[config.mk]
export PLATFORM = sky130hd
export DESIGN_NAME = hex_display_sequencer
export DESIGN_NICKNAME = d
export VERILOG_FILES = /design/src/rtl/hex_seq_pkg.sv /design/src/rtl/hex_seg_encoder.sv /design/src/rtl/hex_display_sequencer.sv
export SDC_FILE = /design/constraint.sdc
export NUM_CORES = 1
export LEC_CHECK = 0
export CAP_MARGIN = 20
export CORE_MARGIN = 2
export CORE_UTILIZATION = 23
export CTS_BUF_LIST = sky130_fd_sc_hd__clkbuf_8
export DETAILED_ROUTE_END_ITERATION = 10
export PLACE_DENSITY = 0.45
export SLEW_MARGIN = 20
export SYNTH_ARGS = -nofsm -noshare
export SYNTH_HDL_FRONTEND = slang
export SYNTH_SLANG_ARGS = --single-unit
[constraint.sdc]
create_clock -name clk -period 3.1 [get_ports clk]
set_clock_uncertainty 0.2 [all_clocks]
set_input_delay 0.465 -clock clk [delete_from_list [all_inputs] [get_ports clk]]
set_output_delay 0.465 -clock clk [all_outputs]
set_load 0.02 [all_outputs]
[src/rtl/hex_seq_pkg.sv]
// Shared definitions for the HEX display sequencer: FSM states, register map,
// active-low segment table (gfedcba) and the blank code.
package hex_seq_pkg;

  typedef enum logic [1:0] {
    ST_IDLE  = 2'd0,
    ST_LOAD  = 2'd1,
    ST_WRITE = 2'd2
  } state_t;

  localparam logic [1:0] REG_VALUE  = 2'd0;
  localparam logic [1:0] REG_CTRL   = 2'd1;
  localparam logic [1:0] REG_STATUS = 2'd2;
  localparam logic [1:0] REG_MASK   = 2'd3;

  // Index 0 is the last element of the concatenation (digit '0' = 7'h40).
  localparam logic [15:0][6:0] SEG_TABLE = {
    7'h0E, 7'h06, 7'h21, 7'h46, 7'h03, 7'h08, 7'h10, 7'h00,
    7'h78, 7'h02, 7'h12, 7'h19, 7'h30, 7'h24, 7'h79, 7'h40
  };

  // All segments off in active-low polarity.
  localparam logic [6:0] BLANK_CODE = 7'h7F;

endpackage

[src/rtl/hex_seg_encoder.sv]
// Nibble to 7-segment code (bit0=a .. bit6=g), with blanking.
// Purely combinational; the table is active-low and is inverted when
// ACTIVE_LOW=0 (the blank code inverts to 7'h00 along with it).
module hex_seg_encoder
  import hex_seq_pkg::*;
#(
  parameter int ACTIVE_LOW = 1
) (
  input  logic [3:0] nibble,
  input  logic       blank,
  output logic [6:0] code
);

  logic [6:0] code_al;

  // Select the active-low pattern, then apply the board polarity.
  always_comb begin
    code_al = blank ? BLANK_CODE : SEG_TABLE[nibble];
    code    = (ACTIVE_LOW != 0) ? code_al : ~code_al;
  end

endmodule

[src/rtl/hex_display_sequencer.sv]
// CPU-facing register block that sweeps a 32-bit value onto per-digit HEX PIOs.
// Sweep starts two cycles after the triggering CPU write, one master write per digit.
// Master outputs hold while m_waitrequest is high; CPU writes mid-sweep coalesce into one follow-up sweep.
module hex_display_sequencer
  import hex_seq_pkg::*;
#(
  parameter int NUM_DIGITS   = 4,
  parameter int ADDR_W       = 8,
  parameter int BASE_ADDR    = 0,
  parameter int DIGIT_STRIDE = 16,
  parameter int ACTIVE_LOW   = 1
) (
  input  logic              clk,
  input  logic              reset_n,
  input  logic [1:0]        s_address,
  input  logic              s_chipselect,
  input  logic              s_write_n,
  input  logic [31:0]       s_writedata,
  output logic [31:0]       s_readdata,
  output logic [ADDR_W-1:0] m_address,
  output logic              m_write,
  output logic [6:0]        m_writedata,
  input  logic              m_waitrequest
);

  state_t      state, next_state;
  logic [31:0] value_reg, shadow_value;
  logic [7:0]  mask_reg, shadow_mask;
  logic        enable, blank_lz, shadow_blz, pending;
  logic [2:0]  idx;
  logic        reg_wr, pend_set, load, advance, last_digit, busy;
  logic [7:0]  lz_blank;
  logic        all_zero;
  logic [31:0] addr_full;
  logic [6:0]  seg_code;

  assign reg_wr     = s_chipselect && !s_write_n;
  assign busy       = (state != ST_IDLE);
  assign last_digit = (idx == 3'(NUM_DIGITS - 1));

  // Anything that may change what the display should show requests a sweep.
  always_comb begin
    pend_set = 1'b0;
    if (reg_wr) begin
      case (s_address)
        REG_VALUE: pend_set = 1'b1;
        REG_MASK:  pend_set = 1'b1;
        REG_CTRL:  pend_set = s_writedata[0] || s_writedata[2];
        default:   pend_set = 1'b0;
      endcase
    end
  end

  // CPU-visible registers; force is a strobe and is never stored.
  always_ff @(posedge clk or negedge reset_n) begin
    if (!reset_n) begin
      value_reg <= '0;
      mask_reg  <= '0;
      enable    <= 1'b0;
      blank_lz  <= 1'b0;
    end else if (reg_wr) begin
      case (s_address)
        REG_VALUE: value_reg <= s_writedata;
        REG_CTRL: begin
          enable   <= s_writedata[0];
          blank_lz <= s_writedata[1];
        end
        REG_MASK:  mask_reg <= s_writedata[7:0];
        default:   ;
      endcase
    end
  end

  // Pending: a new request wins over the clear taken when a sweep loads.
  always_ff @(posedge clk or negedge reset_n) begin
    if (!reset_n)      pending <= 1'b0;
    else if (pend_set) pending <= 1'b1;
    else if (load)     pending <= 1'b0;
  end

  // Read mux, decoded from the address alone.
  always_comb begin
    s_readdata = '0;
    case (s_address)
      REG_VALUE:  s_readdata = value_reg;
      REG_CTRL:   s_readdata = {30'd0, blank_lz, enable};
      REG_STATUS: s_readdata = {30'd0, pending, busy};
      REG_MASK:   s_readdata = {24'd0, mask_reg};
      default:    s_readdata = '0;
    endcase
  end

  // State register.
  always_ff @(posedge clk or negedge reset_n) begin
    if (!reset_n) state <= ST_IDLE;
    else          state <= next_state;
  end

  // Next-state logic: idle -> one load cycle -> back-to-back digit writes.
  always_comb begin
    next_state = state;
    load       = 1'b0;
    advance    = 1'b0;
    case (state)
      ST_IDLE:  if (pending && enable) next_state = ST_LOAD;
      ST_LOAD: begin
        load       = 1'b1;
        next_state = ST_WRITE;
      end
      ST_WRITE: begin
        if (!m_waitrequest) begin
          if (last_digit) next_state = ST_IDLE;
          else            advance    = 1'b1;
        end
      end
      default:  next_state = ST_IDLE;
    endcase
  end

  // Snapshot and digit index: the sweep only ever sees the shadow copy.
  always_ff @(posedge clk or negedge reset_n) begin
    if (!reset_n) begin
      shadow_value <= '0;
      shadow_mask  <= '0;
      shadow_blz   <= 1'b0;
      idx          <= '0;
    end else if (load) begin
      shadow_value <= value_reg;
      shadow_mask  <= mask_reg;
      shadow_blz   <= blank_lz;
      idx          <= '0;
    end else if (advance) begin
      idx <= idx + 3'd1;
    end
  end

  // Leading-zero blanking: scan from the top digit down; digit 0 is exempt.
  always_comb begin
    lz_blank = '0;
    all_zero = 1'b1;
    for (int i = 7; i >= 0; i--) begin
      if (i < NUM_DIGITS) begin
        all_zero = all_zero && (shadow_value[i*4 +: 4] == 4'h0);
        if (i > 0) lz_blank[i] = shadow_blz && all_zero;
      end
    end
  end

  hex_seg_encoder #(.ACTIVE_LOW(ACTIVE_LOW)) u_enc (
    .nibble (shadow_value[{idx, 2'b00} +: 4]),
    .blank  (shadow_mask[idx] || lz_blank[idx]),
    .code   (seg_code)
  );

  // Master outputs are decoded from state/idx/shadow, so they stay put under stall.
  always_comb begin
    addr_full   = 32'(BASE_ADDR) + 32'(idx) * 32'(DIGIT_STRIDE);
    m_write     = (state == ST_WRITE);
    m_address   = m_write ? addr_full[ADDR_W-1:0] : '0;
    m_writedata = m_write ? seg_code : 7'd0;
  end

endmodule

# Yosys cells after proc, flatten, opt, wreduce, memory -nomap -nowiden
# Memories as Yosys holds them, arrays and structs flattened.
# Index checks and enable logic that the tools add are counted.
[word_totals]
latch_bits = 0
ram_bits = 0
rom_bits = 112
regBits = 89
elab_cells = 70
memories = 1
[op_classes]
n_eq_ne = 9
div = 0
magnitude_cmp = 2
n_mux = 23
bitwise = 0
n_shift = 1
multipliers = 0
n_reduce_logical = 23
add_sub_neg = 1
[mem_list]
columns = ["name", "depth", "word_bits", "read_ports", "rd_clocked_by_memory_dff", "write_ports", "line_no", "text"]
rows = [
  ["(name not given)", 16, 7, 1, 0, 0, "hex_seg_encoder.sv:18", "code_al = blank ? BLANK_CODE : SEG_TABLE[nibble];"],
]
[ops]
columns = ["operator", "n"]
rows = [
  ["$pmux 32 s4", 1],
  ["$shiftx 32x6->4", 1],
  ["$mux 7", 4],
  ["$logic_not 4->1", 3],
  ["$mux 1", 9],
  ["$logic_and 1x1->1", 7],
  ["$bmux 1 s3", 2],
  ["$eq 2x2->1 const B", 3],
  ["$mux 2", 3],
  ["$mux 3", 2],
  ["$pmux 2 s3", 1],
  ["$reduce_and 2->1", 3],
  ["$reduce_bool 2->1", 3],
  ["$lt 4x5->1 const B", 1],
  ["$eq 2x1->1 const B", 2],
  ["$logic_not 2->1", 2],
  ["$lt 3x4->1 const B", 1],
  ["$ne 2x2->1 const B", 2],
  ["$add 3x1->3 const B", 1],
  ["$eq 3x2->1 const B", 1],
  ["$reduce_and 3->1", 1],
  ["$logic_or 1x1->1", 2],
  ["$ne 2x1->1 const B", 1],
  ["$pmux 1 s2", 1],
  ["2 further kinds", 2],
]

# Longest topological paths before layout
# Gate-level depths: netlist of the first run.
[logic_depth]
ltp_word = 9
mapped_depth = 10
ltp_nobuf = 8

# Modules after synthesis
# From an unflattened synthesis of the first run, not the netlist that was laid out.
[hier_totals]
cells_unflattened = 360
hier_area_um2 = 4538.1
[modules_own_cells]
columns = ["module", "area_per_inst_um2", "n_inst", "cells_each", "seq_area_each_um2"]
rows = [
  ["hex_display_sequencer", 4247.8, 1, 325, 2227.1],
  ["hex_seg_encoder", 290.3, 1, 35, 0.0],
]

# Worst setup path after synthesis of the first run
# OpenSTA, ideal clock, no wires.
[synth_timing]
path_type = "reg-to-output"
start = "reg idx[0]"
end = "out m_writedata[3]"
required_ns = 2.435
arrival_time_ns = 2.414
path_slack_ns = 0.021
path_stages_with_launch = 8
cell_sequence = "dfrtp_1 buf_6 buf_6 mux4_2 mux2i_1 ha_1 a211o_1 a31oi_1"
[synth_between]
elab_chain_cells = 5
[synth_lines]
columns = ["element", "line_no", "text"]
rows = [
  ["start, declared", "hex_display_sequencer.sv:30", "logic [2:0] idx;"],
  ["start signal, assigned", "hex_display_sequencer.sv:133", "idx <= idx + 3'd1;"],
  ["$shiftx 32x6->4 or $bmux 1 s3 (tied branches)", "hex_display_sequencer.sv:150, hex_display_sequencer.sv:151", ""],
  ["$mem_v2 16x7 or $mux 1 (tied branches)", "--", ""],
  ["$mux 7 (implied by the code) or $logic_or 1x1->1 (tied branches)", "hex_seg_encoder.sv:18, hex_display_sequencer.sv:151", ""],
  ["$mux 7 (*)", "hex_seg_encoder.sv:18", ""],
  ["$mux 7 (*)", "hex_display_sequencer.sv:160", "m_writedata = m_write ? seg_code : 7'd0;"],
  ["end, declared", "hex_display_sequencer.sv:22", "output logic [6:0] m_writedata,"],
]
# Every way passes the cells marked *; elsewhere a longest branch is shown, timed or not. The select of a mux whose other input is x is not followed.

# Worst setup path after layout of the first run
[layout_timing]
start = "reg idx[0]"
end = "out m_writedata[6]"
# The elaborated chain is that of the path after synthesis.

==> results.yml, run 1 <==
run_status:
  status: "finished with violations"
  violations: "negative setup slack"
power_and_ir_drop:
  power_density_nw_per_um2: 947.4
  swShare_pct: 36.75
  p_total_mw: 5.843
  p_clk_share_pct: 14.6
  p_int_mw: 3.696
  irDropWorstVdd_uv: 291.1
  p_comb_share_pct: 52.1
  leakage_nw: 2.662
  power_switching_mw: 2.147
  p_seq_share_pct: 33.3
worst_setup_path:
  rr_startpoint: "idx[0]"
  endpoint_kind: "output pin"
  rrSetupSlack_ns: 1.00
  critPathLaunchType: "register"
  crit_chain: "buf_4 > mux4_2 > mux2i_4 > inv_2 > ha_4 > mux2_1 > nand2_1 > a31oi_1 > buf_4"
  cp_data_required_time_ns: 2.43
  crit_type: "register to output pin"
  setup.worst_path.start: "idx[0]"
  cpMaxStageDelayCell: "mux4_2"
  cp_common_cell: "buf_4"
  max_stage_delay_ns: 0.51
  cp_max_fo: 4
  reg2reg_depth: 7
  critical_path_arrival_ns: 2.57
  reg2reg_to: "idx[0]"
final_layout:
  finalNetCount: 511
  drive_gt1_share_pct: 38.58
  synthToLayoutAreaGrowth_pct: 38.34
  diodes: 0
  final_util_pct: 32.64
  layout_common_cells: "dfrtp_1 (88), mux2_2 (82), clkdlybuf4s50_1 (69)"
  stdcell_area_um2: 6167
  layout_commonest_cell: "dfrtp_1"
  fin_cells: 724
  fillers: 1906
drt:
  final_antenna_net_count: 0
  vias: 3048
  drt_iter0_markers: 148
  wl_per_cell_um: 15.54
  routed_wl_um: 11250
  dr.pass1.iters: 4
  viasPerCell: 4.210
  drcViolationCount: 0
yosys:
  yosysSeqAreaShare_pct: 49.96
  syn_avg_cell_area_um2: 13.07
  ys_ff_latch: 89
  yosysWarnings: 0
  synth_cell_type_count: 38
  syn_inst: 341
  synth_area_um2: 4458
global_route:
  grt_overflow: 0
  first_global_vias: 3363
  antenna_found_initial: 0
  grt_max_degree: 56
  grt.total_usage_pct: 11.63
  grt_pass1_wl_um: 18380
cts:
  clkLatencyLatePin_ns: 0.36
  cts-root-buf: "clkbuf_8"
  htreeDepth: 3
  cts_tree: "done"
  clk_pin_slew_ns: 0.10
  ctsLongestPathBuffers: 2
  clock-sinks: 89
  numCtsBuffers: 9
timing:
  slew_headroom_pct: 51.49
  hold_violations: 0
  fin_crit_ns: 3.234
  max_freq_mhz: 309.2
  hold-worst-slack_ns: 0.3128
  maxSlewViolCount: 0
  rsz0062_at_grt: "yes"
  timing.setup.tns_ns: -0.6124
  setup_ws_ns: -0.1343
  setup_viol: 7
  period_share_pct: 104.3
  worst_pin_slew_ns: 0.7277
min_path:
  min_from: "shadow_value[19]"
  min_to: "shadow_value[19]"
  hold_path.class: "register to register"
  hold_depth: 1
die:
  placementRows: 50
  die_area_um2: 20510
  start_util_pct: 23.60
  ios: 87
  core-area_um2: 18890
  die_width_um: 143.2
  die_h_um: 143.2
placement:
  placed_cells: 700
  place_congestion: 0.7782
  place_ws_ns: -0.3634
  post_dp_cell_area_um2: 5814
  dp_hpwl_um: 8460
  port_buffers: 81
flow_run:
  maxCapViolations: 0
-- synthesized netlist by cell type, drive strengths merged --
library cell | n | area (um^2)
mux4 | 10 | 225.2
o211ai | 2 | 15.01
nor3 | 3 | 15.01
a21o | 1 | 7.510
nand2b | 6 | 37.54
a211o | 2 | 17.52
a221oi | 1 | 8.760
nor2b | 5 | 31.28
a22o | 9 | 78.83
and2 | 27 | 168.9
nor4 | 4 | 25.02
xor2 | 1 | 16.27
a222oi | 1 | 10.01
o31ai | 1 | 12.51
nand2 | 17 | 63.81
mux2i | 6 | 80.08
a21oi | 6 | 33.78
inv | 9 | 33.79
conb | 1 | 3.750
a32o | 1 | 10.01
buf | 13 | 88.83
mux2 | 83 | 934.7
o21ai | 6 | 30.03
a31oi | 6 | 37.54
o221ai | 1 | 15.01
nand3b | 1 | 7.510
ha | 13 | 162.7
dfrtp | 89 | 2227
nor2 | 5 | 18.77
clkbuf | 11 | 41.29
-- worst max-delay path by stage --
| stage | endpoint | cells past startpoint | slack (ns) |
|---|---|---|---|
| after floorplan | m_writedata[3] | 7 | 0.02 |
| after global placement | m_writedata[3] | 8 | -0.30 |
| after detailed placement | m_writedata[3] | 8 | -0.36 |
| after CTS | m_writedata[3] | 8 | -0.17 |
| after global routing | m_writedata[6] | 10 | -0.28 |
| final | m_writedata[6] | 9 | -0.13 |
-- repair_timing --
item | CTS | global route
endpoints found under the setup margin | 8 | 10
hold buffers | 1 | 0
pin swaps | 6 | 7
endpoints found under the hold margin | 53 | 0
resized for setup | 52 | 7
buffers inserted | 6 | 1
-- worst max-delay path: cells and delay by family (launching register included) --
family	cells	cell delay, ns
adder cells (fa/ha/maj)	1	0.18
AO/OA/AOI/OAI	1	0.08
multiplexers	3	1.03
AND/OR/NAND/NOR	1	0.07
flip-flops	1	0.42
buffers and inverters	3	0.42
-- area by class of cell --
class | instances | area [um^2] | area share (%)
Timing Repair Buffer | 127 | 1202 | 19.50
Tap cell | 260 | 325.3 | 5.275
Multi-Input combinational cell | 223 | 2166 | 35.12
Inverter | 9 | 33.78 | 0.5478
Clock buffer | 11 | 151.4 | 2.455
Sequential cell | 89 | 2228 | 36.13
Clock inverter | 5 | 60.06 | 0.9738
-- cells by family after synthesis --
family	share of synthesized area (%)
muxes	27.81
buffers and inverters	3.677
other	0.08412
xor gates and xnor gates	0.3650
and+or+nand+nor	8.251
adders and majority gates	3.649
DFF	49.96
AOI/OAI and AO/OA	6.203
-- per-layer routing --
metal,vias up,routed length (um),track usage (%)
met5,-,0,0
met4,0,180,4.334
met3,10,299,1.476
met2,56,5183,18.03
met1,1543,5586,16.59
li1,1439,-,-
-- power groups by stage --
stage                     Clock (mW)  Sequential (mW)  Combinational, mW
final                          0.856             1.94               3.04
after global routing           0.940             2.01               3.32
after CTS                      0.879             1.95               3.00
after detailed placement           0             1.98               2.79
after global placement             0             1.97               2.75
after floorplan                    0             1.78               1.90
(Power assumes the default switching activity.)
==> run 2: changes to the inputs <==
--- a/config.mk
+++ b/config.mk
@@ -10,6 +10,7 @@
 export CORE_UTILIZATION = 23
 export CTS_BUF_LIST = sky130_fd_sc_hd__clkbuf_8
 export DETAILED_ROUTE_END_ITERATION = 10
+export GPL_ROUTABILITY_DRIVEN = 0
 export PLACE_DENSITY = 0.45
 export SLEW_MARGIN = 20
 export SYNTH_ARGS = -nofsm -noshare
==> results of run 2 <==
The final DEF is identical to that of run 1; final timing and power are the same.
